`src/rtl/vga_timing_gen.sv`:
```
// vga_timing_gen
//   Parametrised VGA raster timing generator. A horizontal pixel counter and a
//   vertical line counter advance on each clk edge where the pixel tick `en`
//   is high. From them the block derives sync pulses, the visible-area flag
//   and the pixel coordinates for the downstream colour generator.
//
// Ports
//   clk        in   1      system clock
//   rst_n      in   1      asynchronous reset, active-low
//   en         in   1      pixel tick; state advances only on edges with en=1
//   hcnt       out  CNT_W  horizontal position, 0..H_TOTAL-1
//   vcnt       out  CNT_W  vertical position, 0..V_TOTAL-1
//   hsync      out  1      horizontal sync, active level HS_POL
//   vsync      out  1      vertical sync, active level VS_POL
//   video_on   out  1      high inside the visible area
//   x          out  CNT_W  pixel column inside the visible area, else 0
//   y          out  CNT_W  pixel row inside the visible area, else 0
//   line_end   out  1      en=1 while on the last pixel of a line
//   frame_end  out  1      line_end on the last line of the frame
//
// Handshake: there is no ready path. `en` is a strobe: every clk edge with
//   en=1 consumes exactly one pixel slot, and an edge with en=0 changes
//   nothing. line_end/frame_end are combinational and qualified by en, so
//   consumers must sample them on clk.
//
// CNT_W must be wide enough for 2**CNT_W >= max(H_TOTAL, V_TOTAL).
module vga_timing_gen #(
  parameter int H_ACTIVE = 640,
  parameter int H_FP     = 16,
  parameter int H_SYNC   = 96,
  parameter int H_BP     = 48,
  parameter int V_ACTIVE = 480,
  parameter int V_FP     = 10,
  parameter int V_SYNC   = 2,
  parameter int V_BP     = 33,
  parameter bit HS_POL   = 1'b0,
  parameter bit VS_POL   = 1'b0,
  parameter int CNT_W    = 10
) (
  input  logic             clk,
  input  logic             rst_n,
  input  logic             en,
  output logic [CNT_W-1:0] hcnt,
  output logic [CNT_W-1:0] vcnt,
  output logic             hsync,
  output logic             vsync,
  output logic             video_on,
  output logic [CNT_W-1:0] x,
  output logic [CNT_W-1:0] y,
  output logic             line_end,
  output logic             frame_end
);

  localparam int H_TOTAL = H_ACTIVE + H_FP + H_SYNC + H_BP;
  localparam int V_TOTAL = V_ACTIVE + V_FP + V_SYNC + V_BP;

  localparam logic [CNT_W-1:0] H_LAST   = CNT_W'(H_TOTAL - 1);
  localparam logic [CNT_W-1:0] V_LAST   = CNT_W'(V_TOTAL - 1);
  localparam logic [CNT_W-1:0] H_VIS    = CNT_W'(H_ACTIVE);
  localparam logic [CNT_W-1:0] V_VIS    = CNT_W'(V_ACTIVE);
  localparam logic [CNT_W-1:0] HS_START = CNT_W'(H_ACTIVE + H_FP);
  localparam logic [CNT_W-1:0] HS_END   = CNT_W'(H_ACTIVE + H_FP + H_SYNC);
  localparam logic [CNT_W-1:0] VS_START = CNT_W'(V_ACTIVE + V_FP);
  localparam logic [CNT_W-1:0] VS_END   = CNT_W'(V_ACTIVE + V_FP + V_SYNC);

  logic [CNT_W-1:0] h_next;
  logic [CNT_W-1:0] v_next;
  logic             h_last;
  logic             v_last;
  logic             vis_next;
  logic             hs_next;
  logic             vs_next;

  assign h_last = (hcnt == H_LAST);
  assign v_last = (vcnt == V_LAST);

  // Next raster position if this edge carries a pixel tick.
  always_comb begin
    h_next = hcnt + CNT_W'(1);
    v_next = vcnt;
    if (h_last) begin
      h_next = '0;
      v_next = v_last ? '0 : vcnt + CNT_W'(1);
    end
  end

  // Decoding the next counts (not the current ones) lets the registered
  // sync/visibility outputs line up with the counter value of the same cycle.
  assign vis_next = (h_next < H_VIS) && (v_next < V_VIS);
  assign hs_next  = (h_next >= HS_START) && (h_next < HS_END);
  assign vs_next  = (v_next >= VS_START) && (v_next < VS_END);

  always_ff @(posedge clk or negedge rst_n) begin
    if (!rst_n) begin
      hcnt     <= '0;
      vcnt     <= '0;
      hsync    <= ~HS_POL;
      vsync    <= ~VS_POL;
      video_on <= 1'b0;
      x        <= '0;
      y        <= '0;
    end else if (en) begin
      hcnt     <= h_next;
      vcnt     <= v_next;
      hsync    <= hs_next ? HS_POL : ~HS_POL;
      vsync    <= vs_next ? VS_POL : ~VS_POL;
      video_on <= vis_next;
      x        <= vis_next ? h_next : '0;
      y        <= vis_next ? v_next : '0;
    end
  end

  // Gated by en so a stalled pixel clock never stretches the pulse.
  assign line_end  = en && h_last;
  assign frame_end = line_end && v_last;

endmodule

```
`config.mk`:
```
export PLATFORM = sky130hd
export DESIGN_NAME = vga_timing_gen
export DESIGN_NICKNAME = d
export VERILOG_FILES = /design/src/rtl/vga_timing_gen.sv
export SDC_FILE = /design/constraint.sdc
export NUM_CORES = 1
export LEC_CHECK = 0
export BUFFER_PORTS_ARGS = -buffer_cell sky130_fd_sc_hd__buf_2
export CELL_PAD_IN_SITES_DETAIL_PLACEMENT = 0
export CELL_PAD_IN_SITES_GLOBAL_PLACEMENT = 1
export CORE_MARGIN = 2
export CORE_UTILIZATION = 45
export CTS_BUF_LIST = sky130_fd_sc_hd__clkbuf_16
export CTS_CLUSTER_DIAMETER = 40
export DETAILED_ROUTE_END_ITERATION = 10
export PLACE_DENSITY = 0.9
export REMOVE_ABC_BUFFERS = 1
export SLEW_MARGIN = 10
export SYNTH_ARGS = -nofsm -noshare
export SYNTH_HDL_FRONTEND = slang
export SYNTH_SLANG_ARGS = --single-unit
```
`constraint.sdc`:
```
create_clock -name clk -period 3.48 [get_ports clk]
set_input_delay 0.174 -clock clk [delete_from_list [all_inputs] [get_ports clk]]
set_output_delay 0.174 -clock clk [all_outputs]
set_load 0.02 [all_outputs]
```
==> out/qor.csv <==
metric;value;unit
status;completed;
Max Fclk;325;MHz
Setup Skew;0.00299;ns
die width;77.8;um
Post-synth top cells;dfrtp_1 (41), nand2_1 (32), nor2_1 (16), o21ai_0 (15), xnor2_1 (13);
IO Pins;48;
Placed Area;2690;um^2
CTS Buf Count;5;
Reg-to-Reg Start;hcnt[0];
Worst EP arrival;3.25;ns
measured slew at the worst slew-check pin;1.08;ns
#FFs+latches synth;43;
Final Setup Violations;0;
min Tclk post-route;3.08;ns
Final Hold Vio Count;0;
Max-Cap Viols;0;
setup repair bufs after CTS;0;
port bufs;47;
first-pass GRT wire length;9.41;mm
final WL;5.48;mm
crit-path max FO;13;
vias in the first global route;1883;
R2R depth;7;
EDFF count, synth;0;
Tot Pwr;1.54;mW
clock tree buffer depth;2;
final instance area;2820;um^2
share of layout cells above drive strength 1;0.276;
Critical Path Source;hcnt[0];
maximum vdd drop;0.257;mV
worst r2r dst;x[5];
Clk pin slew, worst setup/hold paths;0.06;ns
Seq/Total Area, Yosys;0.440;
Yosys cell types;49;
vias per inst;5.53;
Starting DRT DRC Count;147;
Worst-Skew Late Latency;0.29;ns
pin count of the biggest net entering global routing;44;
GR Overflow Total;0;
WL per Instance;15.1;um
Chip Height;77.8;um
worst reg-to-reg setup slack;0.40;ns
setup TNS;0;ns
initial antenna violation count;0;
Worst setup SP type;flip-flop;
PostCTS Resize Cnt;0;
Yosys top cell by area;dfrtp_1;
RSZ-0062 raised after global routing;false;
antenna-violating nets left;0;
fraction of registers with async set/reset;1.00;
core region area;5170;um^2
Hold Path Class;in2async;
part of the cycle the worst path needs;0.884;
n_diodes;0;
top cell type's share of synthesized area;0.419;
most common cell in the synthesized netlist;dfrtp_1;
Area Growth Syn to Fin;15.3;%
gpl congestion;0.884;
H-tree depth;2;
Synth area leaders;dfrtp_1 (42%), nand2_1 (4.9%), xnor2_1 (4.6%);
DR DRC count;0;
CTS Root Cell;clkbuf_16;
Starting Density;0.473;
gr usage total;0.195;
Post-Syn Area;2450;um^2
final slew viol count;0;
Gate Count Post-Synth;256;
NumNets Final;299;
worst slew margin relative to its limit;0.277;
CTS tree;yes;
row count;26;
tightest hold margin;0.0254;ns
CP endpoint kind;flip-flop;
crit path capture;x[5];
Clock Sinks;43;
Leak;1.23;nW
die area;6050;um^2
most common flop cell mapped by yosys;dfrtp_1;
Final Util;0.546;
vias after detailed routing;2008;
Setup CP Type;reg2reg;
post-DP HPWL;3.77;mm
PD cells;546;nW/um^2
worst endpoint required time;3.65;ns
# hold bufs at CTS;0;
yosys warns;0;
Pre-antenna DRT Iters;4;
syn_area_per_cell;9.56;um^2
-- power breakdown --
part,switching [mW],total (mW),internal (mW)
sequential,0.113,0.689,0.576
clock,0.184,0.443,0.259
combinational,0.251,0.410,0.158
total,0.549,1.54,0.993
-- metrics by stage --
stage | cells | setup slack [ns]
final | 363 | 0.404
after global placement | 355 | 0.576
after CTS | 363 | 0.421
after global routing | 363 | 0.216
after floorplan | 235 | 0.713
after detailed placement | 355 | 0.447
-- cell usage in the layout (no fill, tap or decap), types with 3 or more instances in the layout --
cell | netlist | routed
and4_1 | 3 | 3
inv_1 | 6 | 8
xnor2_1 | 13 | 13
buf_4 | 3 | 3
xor2_1 | 5 | 5
nor2b_1 | 5 | 5
nor2_1 | 16 | 16
nand3_1 | 10 | 10
ha_1 | 4 | 4
and3_1 | 3 | 3
nor3_1 | 10 | 10
o2bb2ai_1 | 3 | 3
clkbuf_16 | 0 | 5
a21oi_1 | 11 | 11
a31o_2 | 4 | 4
nand2_1 | 32 | 32
o31ai_2 | 9 | 9
o41ai_1 | 3 | 3
mux2_2 | 3 | 3
nand4_1 | 7 | 7
dfrtp_1 | 41 | 41
buf_2 | 7 | 47
o21ai_0 | 15 | 15
-- logic make-up (layout without fill, tap and decap cells) --
group | count (synthesis) | in the layout | share of synthesized area
XOR/XNOR | 18 | 18 | 0.0644
multiplexers | 4 | 4 | 0.0179
flip-flops | 43 | 43 | 0.440
adder cells (fa/ha/maj) | 4 | 4 | 0.0204
buffers and inverters | 27 | 64 | 0.0531
AO/OA/AOI/OAI | 61 | 61 | 0.195
AND/OR/NAND/NOR | 99 | 99 | 0.209
-- layer usage --
metal  vias up  track usage  routed length, um
met5         -            0                  0
met4         0       0.0714                 87
met3         5       0.0407                257
met2        49        0.295               2520
met1       959        0.275               2610
li1        995            -                  -
-- worst min-delay path by stage --
stage | startpoint | end | depth (start not counted)
6_report | rst_n | x[1] | 1
5_1_grt | rst_n | x[1] | 1
4_1_cts | rst_n | x[1] | 1
3_5_place_dp | rst_n | x[1] | 1
3_3_place_gp | rst_n | x[1] | 1
2_1_floorplan | rst_n | hcnt[0] | 0
-- area by class of cell --
type / instances / area [um^2]
clock buffers: 5 / 125
clock inverters: 3 / 12.5
fillers: 468 / 2350
inverters: 6 / 22.5
multi-input cells: 186 / 1240
flip-flops and latches: 43 / 1080
well taps: 70 / 87.6
repair buffers: 50 / 258
-- state kept, by name, summed over array words and instances, names as in the netlist --
name and count:
y 10, x 10, video_on 1, vcnt 10
hcnt 10, vsync 1, hsync 1
-- worst max-delay path, stage by stage (launching register included) --
cell	delay, ns
dfrtp_1	0.48
ha_1	0.32
and4_1	0.37
nand4_2	0.33
o311ai_4	0.40
a21oi_2	0.13
a211o_1	0.52
o41ai_1	0.40
Note: power is estimated with default switching activity, not from simulation.
